[src/rtl/ahb_decode_mux.sv]
// AHB-Lite decode/response-mux stage for the DES slave and the default slave.
// Decodes the address phase, tracks the selected slave through the data phase,
// muxes responses back and aborts stalled transfers with a watchdog ERROR.
module ahb_decode_mux #(
    parameter logic [31:0] DES_BASE = 32'h8000_0000,
    parameter logic [31:0] DES_MASK = 32'hFFFF_F000,
    parameter int unsigned TIMEOUT  = 16,
    parameter int unsigned CNT_W    = 5
) (
    input  logic        HCLK,
    input  logic        HRESET,
    input  logic [31:0] HADDR,
    input  logic [1:0]  HTRANS,
    output logic        HSEL_DES,
    output logic        HSEL_DEF,
    input  logic        HREADYOUT_DES,
    input  logic        HRESP_DES,
    input  logic [63:0] HRDATA_DES,
    input  logic        HREADYOUT_DEF,
    input  logic        HRESP_DEF,
    input  logic [63:0] HRDATA_DEF,
    output logic        HREADY,
    output logic        HRESP,
    output logic [63:0] HRDATA,
    output logic        TIMEOUT_ERR,
    output logic [7:0]  ERR_CNT
);

    localparam int unsigned DATA_W = 64;
    localparam int unsigned ECNT_W = 8;

    typedef enum logic [1:0] {SEL_NONE = 2'd0, SEL_DES = 2'd1, SEL_DEF = 2'd2} dsel_t;
    typedef enum logic [1:0] {ST_NORM = 2'd0, ST_ERR1 = 2'd1, ST_ERR2 = 2'd2} state_t;

    dsel_t               r_dsel;
    state_t              r_state;
    state_t              w_next;
    logic [CNT_W-1:0]    r_cnt;
    logic [ECNT_W-1:0]   r_err_cnt;

    logic                w_sel_des;
    logic                w_s_ready;
    logic                w_s_resp;
    logic [DATA_W-1:0]   w_s_rdata;
    logic                w_stall;
    logic                w_hready;
    logic                w_hresp;
    logic [DATA_W-1:0]   w_hrdata;
    logic                w_timeout_err;
    logic                w_unused;

    // HTRANS[0] only separates SEQ from NONSEQ and BUSY from IDLE; neither matters here.
    assign w_unused = HTRANS[0];

    // Address decode: zero latency, independent of HREADY and HTRANS.
    assign w_sel_des = ((HADDR & DES_MASK) == DES_BASE);
    assign HSEL_DES  = w_sel_des;
    assign HSEL_DEF  = ~w_sel_des;

    // Select the data-phase slave's response; no slave means zero-wait OKAY.
    always_comb begin
        w_s_ready = 1'b1;
        w_s_resp  = 1'b0;
        w_s_rdata = '0;
        case (r_dsel)
            SEL_DES: begin
                w_s_ready = HREADYOUT_DES;
                w_s_resp  = HRESP_DES;
                w_s_rdata = HRDATA_DES;
            end
            SEL_DEF: begin
                w_s_ready = HREADYOUT_DEF;
                w_s_resp  = HRESP_DEF;
                w_s_rdata = HRDATA_DEF;
            end
            default: ;
        endcase
    end

    // A slave signalling an error is not stalling, so its own error is never overridden.
    assign w_stall = (r_state == ST_NORM) && (r_dsel != SEL_NONE) && !w_s_ready && !w_s_resp;

    // Watchdog state register.
    always_ff @(posedge HCLK or negedge HRESET) begin
        if (!HRESET) r_state <= ST_NORM;
        else         r_state <= w_next;
    end

    // Watchdog next state: abort after TIMEOUT consecutive stall cycles.
    always_comb begin
        w_next = r_state;
        case (r_state)
            ST_NORM: if (w_stall && (r_cnt == CNT_W'(TIMEOUT - 1))) w_next = ST_ERR1;
            ST_ERR1: w_next = ST_ERR2;
            ST_ERR2: w_next = ST_NORM;
            default: w_next = ST_NORM;
        endcase
    end

    // Response outputs: forward the slave in NORM, two-cycle ERROR during an abort.
    always_comb begin
        w_hready      = w_s_ready;
        w_hresp       = w_s_resp;
        w_hrdata      = w_s_rdata;
        w_timeout_err = 1'b0;
        case (r_state)
            ST_ERR1: begin
                w_hready      = 1'b0;
                w_hresp       = 1'b1;
                w_hrdata      = '0;
                w_timeout_err = 1'b1;
            end
            ST_ERR2: begin
                w_hready = 1'b1;
                w_hresp  = 1'b1;
                w_hrdata = '0;
            end
            default: ;
        endcase
    end

    assign HREADY      = w_hready;
    assign HRESP       = w_hresp;
    assign HRDATA      = w_hrdata;
    assign TIMEOUT_ERR = w_timeout_err;
    assign ERR_CNT     = r_err_cnt;

    // Consecutive stall counter; any non-stall cycle clears it.
    always_ff @(posedge HCLK or negedge HRESET) begin
        if (!HRESET)      r_cnt <= '0;
        else if (w_stall) r_cnt <= r_cnt + CNT_W'(1);
        else              r_cnt <= '0;
    end

    // Data-phase select advances only when the current transfer completes.
    always_ff @(posedge HCLK or negedge HRESET) begin
        if (!HRESET) begin
            r_dsel <= SEL_NONE;
        end else if (w_hready) begin
            if (HTRANS[1]) r_dsel <= w_sel_des ? SEL_DES : SEL_DEF;
            else           r_dsel <= SEL_NONE;
        end
    end

    // Saturating count of completed ERROR responses.
    always_ff @(posedge HCLK or negedge HRESET) begin
        if (!HRESET) begin
            r_err_cnt <= '0;
        end else if (w_hready && w_hresp && (r_err_cnt != {ECNT_W{1'b1}})) begin
            r_err_cnt <= r_err_cnt + ECNT_W'(1);
        end
    end

endmodule

[config.mk]
export PLATFORM = sky130hd
export DESIGN_NAME = ahb_decode_mux
export DESIGN_NICKNAME = d
export VERILOG_FILES = /design/src/rtl/ahb_decode_mux.sv
export SDC_FILE = /design/constraint.sdc
export NUM_CORES = 1
export LEC_CHECK = 0
export ABC_CLOCK_PERIOD_IN_PS = 2800
export CAP_MARGIN = 20
export CORE_AREA = 2 2 95 97
export DETAILED_ROUTE_END_ITERATION = 10
export DIE_AREA = 0 0 97 99
export PLACE_DENSITY = 0.75
export SYNTH_ARGS = -nofsm -noshare
export SYNTH_HDL_FRONTEND = slang
export SYNTH_SLANG_ARGS = --single-unit
[constraint.sdc]
create_clock -name HCLK -period 2.8 [get_ports HCLK]
set_input_delay 0.42 -clock HCLK [delete_from_list [all_inputs] [get_ports HCLK]]
set_output_delay 0.42 -clock HCLK [all_outputs]
set_load 0.02 [all_outputs]
==> summary.md, run 1 <==
| Metric | Value |
|---|---|
| Status | completed |
| Detail Placement HPWL | about 7000 um |
| Combinational power share | 79.5% |
| Switching portion of total power | 46.17% |
| Max-cap violations | 0 |
| PortBufs | 231 |
| Row Count | 34 |
| Clock root cell | clkbuf_8 |
| Final setup fails | 0 |
| Post-CTS Setup Repair Bufs | 0 |
| Post-Synthesis Cells | 243 |
| Int Power | around 1300 uW |
| Hold Vio Cnt, Final | 0 |
| Wire per inst | 15.03 um |
| Pin count of the biggest net entering global routing | 37 |
| Final Critical Period | 2683 ps |
| Mapped Nets | 421 |
| Die area | 9603 um2 |
| Synthesized area per cell | 7.260 um2 |
| Diodes inserted | 0 |
| Clk pwr share | just over 7% |
| Post-synth cell types | 31 |
| Rel. slew slack | 49.64% |
| CP Capture Type | output port |
| Max Clock Skew | 4.626 ps |
| 1st-iter DRT viols | 88 |
| Residual DRC | 0 |
| CTS tree | yes |
| Final Slew Violations | 0 |
| Placeable Area | 8551 um2 |
| WP data required | 2380 ps |
| Wire length of the first global-routing pass | 13280 um |
| Die X | 97 um |
| Most frequent cells in the layout | clkdlybuf4s50_1 (223), nor2_1 (69), a22oi_1 (64) |
| Finished Core Util | 50.00% |
| WL final | approximately 8600 um |
| Sequential area share after synthesis | about a quarter |
| Commonest non-fill, non-tap cell in the layout | clkdlybuf4s50_1 |
| Crit path kind | flop to output port |
| Synth Register Bits | 17 |
| Initial antenna violation count | 0 |
| Vias | 2701 |
| Max Buffers Root-to-Sink | 2 |
| Clock-pin slew on the worst setup and hold paths | 60 ps |
| Crit-path max FO | 30 |
| Tcrit/Tclk final | 95.82% |
| Fin nets | 644 |
| TritonCTS buffer count | 3 |
| F_max | 0.3727 GHz |
| Initial core utilization | ~21% |
| CTS H-tree lvls | 1 |
| Vias per inst | approximately 4.7 |
| Pre-CTS setup slack | roughly 65 ps |
| Vias in the first global route | 2721 |
| Worst slew pin tran | 753.1 ps |
| Hold Crit Class | flop to flop |
| GP Congestion | 0.8260 |
| CTS hold repair buffers | 0 |
| Layout cell share with drive strength beyond 1 | 4.516% |
| Cell Area, Synth | 1764 um2 |
| Pwr dens | approximately 570 nW/um2 |
| Chip Height | 99 um |
| Total grt overflow | 0 |
| Sw power | 1130 uW |
| Part of the power in registers | 13.4% |
| Static Leak | 0.001739 uW |
| Clk_lat worst skew | approximately 240 ps |
| Worst setup margin | 117.1 ps |
| Clk sinks | 17 |
| Ys Warns | 0 |
| Maximum vdd drop | 0.0003964 V |
| IO Pins | 245 |
| Antenna-violating nets left | 0 |
| Overall Global Routing Usage | 16.27% |
| Router iterations before antenna repair | 4 |
| P&R area growth vs syn | 142.3% |
| Setup tns final | 0 ps |
| WP data arrival | 2260 ps |
| Startpoint types | flop |
## path summary, 6_finish.rpt
check | start | endpoint | slack [ps] | depth (start not counted)
worst min register to register | r_cnt[0]$_DFF_PN0_ | r_cnt[0]$_DFF_PN0_ | 470 | 1
max in group asynchronous | HRESET | ERR_CNT[7]$_DFFE_PN0P_ | 1700 | 1
worst max-delay path | r_state[0]$_DFFE_PN0P_ | HRDATA[53] | 120 | 6
worst min-delay path | r_cnt[0]$_DFF_PN0_ | r_cnt[0]$_DFF_PN0_ | 470 | 1
min in group asynchronous | HRESET | ERR_CNT[2]$_DFFE_PN0P_ | 620 | 1
worst max register to register | r_dsel[0]$_DFFE_PN0P_ | r_state[1]$_DFFE_PN0P_ | 610 | 6
## final cells by class
| cell class | count | area (um2) |
|---|---|---|
| tap | 108 | 135.1 |
| fill | 838 | 4275 |
| timing repair buffer | 240 | 2404 |
| sequential | 17 | 425.4 |
| multi-input combinational | 193 | 1225 |
| inverter | 11 | 41.29 |
| clock buffer | 4 | 45.04 |
## state kept, by name (all words and copies together) (netlist names)
signal   count
r_cnt        5
r_state      2
ERR_CNT      8
r_dsel       2
## power groups by stage
stage	registers, uW	logic, uW	clock network (uW)
after global placement	330	1910	0
after floorplan	359	983	0
final	328	1940	174
after CTS	329	1950	181
after global routing	337	2090	191
after detailed placement	333	1940	0
## logic make-up (layout without fill, tap and decap cells)
| family | after synthesis | after routing | synth area share [%] |
|---|---|---|---|
| simple gates | 97 | 97 | 24.19 |
| fa+ha+maj | 10 | 10 | 7.092 |
| compound gates | 77 | 77 | 32.34 |
| buf+inv | 33 | 255 | 7.092 |
| xor+xnor | 4 | 4 | 1.986 |
| mux | 5 | 5 | 3.191 |
| flops | 17 | 17 | 24.11 |
## synthesized netlist by cell type
library cell  number  share of area [%]
nor2b_1            1               0.35
nand2_1            5                1.1
mux2_2             3                1.9
dfrtp_1           17                 24
o21ai_2            1               0.50
nand3_1            3               0.85
or4_1              1               0.43
a21oi_1            1               0.28
and4_1             1               0.50
xor2_1             3                1.5
nor2_1            69                 15
a22o_1             2               0.99
a22oi_1           64                 27
xnor2_1            1               0.50
mux2_1             2                1.3
a41oi_1            1               0.50
and3_1             4                1.4
and2_1             1               0.35
nand2b_1           2               0.71
a31oi_1            5                1.8
nor3_1             2               0.57
or2_2              1               0.35
o22ai_1            3                1.1
buf_2              1               0.28
clkinv_1           1               0.21
inv_1             10                2.1
clkbuf_1          12                2.6
buf_1              9                1.9
nor4b_1            3                1.5
ha_1              10                7.1
nor4_1             4                1.4
## stage by stage
stage	cells	cell area (um2)	hold WS, ps	power [uW]
3_5_place_dp	569	4203	463.1	2276
5_1_grt	573	4275	513.4	2618
2_1_floorplan	243	1764	124.4	1343
3_3_place_gp	569	4203	447.9	2244
4_1_cts	573	4248	471.1	2459
6_report	573	4275	468.2	2447
## layer usage
metal	wire length (um)	share of wire, %	vias to the layer above	global-route usage [%]
li1	-	-	1335	-
met1	3525	41	1232	19.75
met2	4433	51	126	30.66
met3	572	6.6	8	2.908
met4	83	0.96	0	2.167
met5	0	0	-	0
## what timing repair did
item                                   4_1_cts  5_1_grt
setup endpoints to repair                    0       17
resized for setup                            0       10
endpoints found under the hold margin        0        0
## worst max-delay path, stage by stage (launching register included)
cell             delay [ps]
dfrtp_1                 370
inv_1                    80
ha_1                    330
nand2b_2                210
buf_4                   240
nor2_1                  150
clkdlybuf4s50_1         630
No activity file was read; power rests on OpenSTA's default activity.
==> run 2: changes to the inputs <==
Settings changed: TNS_END_PERCENT from default to 10.
==> run 2 against run 1 <==
Compared with the run above: routed wire length decreased by 0.14%; highest routed layer unchanged; largest power group unchanged; first-iteration DRC count did not move; clock power is essentially flat; via count is 0.11% higher; design area about the same; worst setup slack better by 4.0 ps; combinational power hardly changed; clock skew hardly changed; final cell count unchanged; global-route usage unchanged.
==> summary.md, run 2 (synthesized netlist as in run 1, its figures left out) <==
| Metric | Value |
|---|---|
| Status | completed |
| Crit path kind | flop to output port |
| Placed insts | 569 (unchanged) |
| Highest routed layer | met4 |
| Placement Cell Area | 4203 um2 (unchanged) |
| Depth of the worst hold-timing path | 1 (unchanged) |
| P&R area growth vs syn | 142.2% (about the same) |
| CP Capture Type | output port |
| Initial antenna violation count | 0 (unchanged) |
| Static Leak | 0.001722 uW (-0.98%) |
| Commonest non-fill, non-tap cell in the layout | clkdlybuf4s50_1 |
| Hold Vio Cnt, Final | 0 (unchanged) |
| Die X | 97 um (unchanged) |
| WP data arrival | 2260 ps (about the same) |
| Clk_lat worst skew | 240 ps (about the same) |
| Vias in the first global route | 2721 (unchanged) |
| CTS hold repair buffers | 0 (unchanged) |
| Final Slew Violations | 0 (unchanged) |
| Hold path start | r_cnt[0]$_DFF_PN0_ |
| Wire per inst | 15.01 um (-0.14%) |
| Hold Crit Class | flop to flop |
| Vias per inst | 4.719 (+0.11%) |
| Final Critical Period | 2679 ps (-3.984 ps) |
| Pin count of the biggest net entering global routing | 37 (unchanged) |
| Overall Global Routing Usage | 16.27% (unchanged) |
| PortBufs | 231 (unchanged) |
| Chip Height | 99 um (unchanged) |
| Post-Layout Cell Count | 573 (unchanged) |
| Reg2reg start | r_dsel[0]$_DFFE_PN0P_ |
| Max Buffers Root-to-Sink | 2 (unchanged) |
| Met2 WL | 4408 um (-0.56%) |
| Hold endpoint | r_cnt[0]$_DFF_PN0_ |
| Residual DRC | 0 (unchanged) |
| Seq. cell area | 425.4 um2 (unchanged) |
| Clk sinks | 17 (unchanged) |
| TritonCTS buffer count | 3 (unchanged) |
| Vias | 2704 (+0.11%) |
| Layout cell share with drive strength beyond 1 | 4.516% (unchanged) |
| Row Count | 34 (unchanged) |
| Clock-pin slew on the worst setup and hold paths | 60 ps (about the same) |
| Worst slew pin tran | 753.1 ps (unchanged) |
| GP Congestion | 0.8260 (unchanged) |
| Tcrit/Tclk final | 95.67% (-0.14 points) |
| Pwr dens | 572.7 nW/um2 (about the same) |
| WL final | 8602 um (-0.14%) |
| Detail Placement HPWL | 7051 um (unchanged) |
| Router iterations before antenna repair | 4 (unchanged) |
| Antenna-violating nets left | 0 (unchanged) |
| Placeable Area | 8551 um2 (unchanged) |
| Max Clock Skew | 4.623 ps (-0.002860 ps) |
| Post-CTS Setup Repair Bufs | 0 (unchanged) |
| Wire length of the first global-routing pass | 13280 um (unchanged) |
| Initial core utilization | 20.63% (unchanged) |
| Startpoint types | flop |
| Diodes inserted | 0 (unchanged) |
| Reg2reg end | r_state[1]$_DFFE_PN0P_ |
| Worst-case reg-to-reg path depth | 6 (unchanged) |
| Met3 routed WL | 598 um (+4.5%) |
| Crit-path max FO | 30 (unchanged) |
| WP data required | 2380 ps (about the same) |
| Fillers | 836 (-0.24%) |
| Multi-input logic area | 1225 um2 (unchanged) |
| IO Pins | 245 (unchanged) |
| RSZ-0062 raised after global routing | yes |
| Post-layout instance area | 4273 um2 (about the same) |
| Max-cap violations | 0 (unchanged) |
| Die area | 9603 um2 (unchanged) |
| Rel. slew slack | 49.64% (unchanged) |
| Most frequent cells in the layout | clkdlybuf4s50_1 (224), nor2_1 (69), a22oi_1 (64) |
| Clock root cell | clkbuf_8 |
| Length of routed wiring on met1 | 3504 um (-0.60%) |
| Fin nets | 644 (unchanged) |
| 1st-iter DRT viols | 88 (unchanged) |
| Largest register FFs | 8 (unchanged) |
| Post-CTS sizing | 0 (unchanged) |
| CTS H-tree lvls | 1 (unchanged) |
| Maximum vdd drop | 0.0003964 V (about the same) |
| F_max | 0.3733 GHz (+0.15%) |
| CTS tree | yes |
| R2R Setup Slk | 610 ps (about the same) |
| Final setup fails | 0 (unchanged) |
| Total grt overflow | 0 (unchanged) |
## run 2: changes by cell type in the layout (fill, tap and decap cells not counted)
cell	before	now
clkdlybuf4s50_1	223	224
dlymetal6s2s_1	8	7
## run 2: per-layer routing
| layer | vias up | GRT usage (%) |
|---|---|---|
| li1 | 1335 | - |
| met1 | 1225 | 19.75 |
| met2 | 134 | 30.66 |
| met3 | 10 | 2.908 |
| met4 | 0 | 2.167 |
| met5 | - | 0 |
## run 2: worst max-delay path, cell delays in order, from the launching register on
cell and delay [ps]:
dfrtp_1 370, inv_1 80, ha_1 330, nand2b_2 210
buf_4 240, nor2_1 160, clkdlybuf4s50_1 620
## run 2: layout make-up
cell class / instances / share of cell area [%]
Clock buffer: 4 / 1.054
Inverter: 11 / 0.9663
Multi-Input combinational cell: 193 / 28.67
Sequential cell: 17 / 9.956
Tap cell: 108 / 3.163
Timing Repair Buffer: 240 / 56.19
## run 2: power breakdown
part / switching [uW] / internal (uW) / total [uW] / leakage (uW)
clock: 73.4 / 101 / 174 / 0.0000228
sequential: 39.2 / 289 / 328 / 0.000230
combinational: 1020 / 928 / 1950 / 0.00147
## run 2: how the worst max path moves through the flow
stage	from	to	slack (ps)	depth (start not counted)
finish	r_state[0]$_DFFE_PN0P_	HRDATA[54]	120	6
global route	r_state[1]$_DFFE_PN0P_	HRDATA[56]	-20	6
CTS	HADDR[21]	HSEL_DES	60	6
detailed placement	HADDR[21]	HSEL_DES	70	6
global placement	HADDR[21]	HSEL_DES	70	6
floorplan	r_dsel[0]$_DFFE_PN0P_	r_state[1]$_DFFE_PN0P_	780	7
## run 2: stage by stage
step           power, uW  TNS, ps  hold slack [ps]  setup slack, ps  utilization [%]
6_report            2447        0            468.2            121.1            49.97
5_1_grt             2618   -23.02            513.4           -23.02            49.97
4_1_cts             2459        0            471.1            63.37            49.68
3_5_place_dp        2276        0            463.1            65.41            49.15
3_3_place_gp        2244        0            447.9            71.86            49.15
2_1_floorplan       1343        0            124.4            775.0                -
==> run 3: changes to the inputs <==
Settings changed: ABC_CLOCK_PERIOD_IN_PS 2800 to 2570.
Clock period 2.8 ns to 2.57 ns, I/O delays scaled along.
==> run 3 against run 2 <==
Compared with the run above: first-iteration DRC count is 20% lower; design area is 0.73% higher; final cell count is 0.52% higher; total power is 5.8% higher; routed wire length is 1.0% higher; critical path type is now input port to output port; highest routed layer unchanged; global-route usage is 0.084 points lower; clock skew is 3.0 ps lower; sequential power is 8.8% higher.
==> summary.md, run 3 (synthesized netlist as in run 1, its figures left out) <==
| Metric | Value |
|---|---|
| Startpoint types | input port |
| Worst-case reg-to-reg path depth | 6 (unchanged) |
| Overall Global Routing Usage | 16.18% (-0.084 points) |
| Row Count | 34 (unchanged) |
| Largest register FFs | 8 (unchanged) |
| Crit-path max cell delay | 420 ps (-200 ps) |
| Residual DRC | 0 (unchanged) |
| Slowest CP cell | clkdlybuf4s50_1 |
| Diodes inserted | 0 (unchanged) |
| Reg2reg start | r_dsel[0]$_DFFE_PN0P_ |
| P&R area growth vs syn | 144.0% |
| Die area | 9603 um2 (unchanged) |
| Vias per inst | 4.806 (+1.8%) |
| Crit path kind | input port to output port |
| Setup tns final | 0 ps (unchanged) |
| Wire per inst | 15.09 um (+0.51%) |
| Status | completed |
| Final Critical Period | 2390 ps |
| WP data arrival | 2000 ps (-260 ps) |
| WP data required | 2180 ps (-200 ps) |
| Hold Vio Cnt, Final | 0 (unchanged) |
| Worst slew pin tran | 774.6 ps (+21.49 ps) |
| Max-cap violations | 0 (unchanged) |
| Hold Crit Class | flop to flop |
| PortBufs | 231 (unchanged) |
| Die X | 97 um (unchanged) |
| Sw power | 1233 uW (+9.2%) |
| Detail Placement HPWL | 7107 um (+0.80%) |
| Router iterations before antenna repair | 5 (+1) |
| Layout cell share with drive strength beyond 1 | 4.915% (+0.40 points) |
| Commonest non-fill, non-tap cell in the layout | clkdlybuf4s50_1 |
| WL final | 8691 um (+1.0%) |
| Most frequent cells in the layout | clkdlybuf4s50_1 (163), nor2_1 (69), a22oi_1 (64) |
| R2R Setup Slk | 330 ps (-280 ps) |
| Total grt overflow | 0 (unchanged) |
| Vias | 2768 (+2.4%) |
| Static Leak | 0.002090 uW (+21%) |
| Max Buffers Root-to-Sink | 2 (unchanged) |
| Placement Cell Area | 4288 um2 (+2.0%) |
| Combinational power share | 78.7% (-0.8 points) |
| CTS H-tree lvls | 1 (unchanged) |
| F_max | 0.4183 GHz |
| Antenna-violating nets left | 0 (unchanged) |
| Switching portion of total power | 47.64% (+1.5 points) |
| 1st-iter DRT viols | 70 (-20%) |
| RSZ-0062 raised after global routing | no |
| Initial antenna violation count | 0 (unchanged) |
| Clk pwr share | 7.5% (+0.4 points) |
| Maximum vdd drop | 0.0005483 V (+38%) |
| Clk_lat worst skew | 240 ps (about the same) |
| Clock root cell | clkbuf_8 |
| Clock-pin slew on the worst setup and hold paths | 60 ps (about the same) |
| Global-route track usage on met1 | 19.08% (-0.67 points) |
| Rel. slew slack | 48.20% (-1.4 points) |
| IO Pins | 245 (unchanged) |
| Fin nets | 647 (+0.47%) |
| TritonCTS buffer count | 3 (unchanged) |
| Max Clock Skew | 1.575 ps (-3.049 ps) |
| Pwr dens | 601.4 nW/um2 (+5.0%) |
| Depth of the worst hold-timing path | 1 (unchanged) |
| Crit-path cells | clkdlybuf4s50_1 > nor4b_1 > nand3_1 > or2_2 > inv_1 > dlygate4sd2_1 |
| Crit-path max FO | 3 (-90%) |
| Vias in the first global route | 2641 (-2.9%) |
| CTS tree | yes |
| Pin count of the biggest net entering global routing | 39 (+5.4%) |
| Final Slew Violations | 0 (unchanged) |
| Post-layout instance area | 4304 um2 (+0.73%) |
| Placeable Area | 8551 um2 (unchanged) |
| Clk sinks | 17 (unchanged) |
| Met3 GRT Util | 3.617% (+0.71 points) |
| Final setup fails | 0 (unchanged) |
| Worst hold margin | 467.3 ps (-0.8790 ps) |
| Global-route layer with the greatest usage | met2 |
| Tcrit/Tclk final | 93.01% |
| GP Congestion | 0.8701 (+5.3%) |
| Met2 usage | 30.66% (unchanged) |
| Chip Height | 99 um (unchanged) |
| Hold endpoint | r_cnt[0]$_DFF_PN0_ |
| Part of the power in registers | 13.8% (+0.4 points) |
| Wire length of the first global-routing pass | 13150 um (-0.93%) |
| Int Power | 1355 uW (+2.8%) |
| CP Capture Type | output port |
| Initial core utilization | 20.63% (unchanged) |
| Reg2reg end | r_state[1]$_DFFE_PN0P_ |
| Hold path start | r_cnt[0]$_DFF_PN0_ |
==> run 3: area by class of cell <==
| type | count | area [um2] |
|---|---|---|
| sequential | 17 | 425.4 |
| tap | 108 | 135.1 |
| multi-input combinational | 193 | 1221 |
| fill | 836 | 4247 |
| timing repair buffer | 243 | 2436 |
| clock buffer | 4 | 45.04 |
| inverter | 11 | 41.29 |
==> run 3: worst max-delay path by stage <==
stage                                      start                     end  depth (start not counted)
after global placement                 HADDR[21]                HSEL_DES                          6
final                                  HADDR[21]                HSEL_DES                          6
after detailed placement               HADDR[21]                HSEL_DES                          6
after CTS                 r_state[1]$_DFFE_PN0P_               HRDATA[0]                          6
after global routing      r_state[1]$_DFFE_PN0P_              HRDATA[37]                          6
after floorplan            r_dsel[0]$_DFFE_PN0P_  r_state[1]$_DFFE_PN0P_                          7
==> run 3: timing repair <==
action / in CTS / in global routing
setup buffers: 0 / 0
setup endpoints to repair: 53 / 15
hold buffers: 0 / 0
hold endpoints to repair: 0 / 0
resized for setup: 53 / 15
==> run 3: critical path: cells and delay by family <==
| family | cells | cell delay [ps] |
|---|---|---|
| AND/OR/NAND/NOR | 3 | 780 |
| buffers and inverters | 3 | 840 |
==> run 3: through the flow <==
step	total power, uW	util, %	worst slack (ps)	instances
floorplan	1463	-	545.0	243
global placement	2533	50.15	-73.77	572
detailed placement	2563	50.15	-104.7	572
CTS	2619	49.90	0.2962	576
global route	2763	50.34	63.69	576
finish	2588	50.34	179.5	576
==> run 3: power groups by stage <==
stage | registers (uW) | logic [uW] | clock network, uW
final | 357 | 2040 | 195
after global routing | 366 | 2180 | 215
after CTS | 358 | 2060 | 202
after detailed placement | 362 | 2200 | 0
after global placement | 359 | 2170 | 0
after floorplan | 391 | 1070 | 0
==> run 3: per-layer routing <==
layer	vias up	share of wire (%)
li1	1338	-
met2	145	53
met4	0	0.61
met5	-	0
met1	1279	38
met3	6	8.7
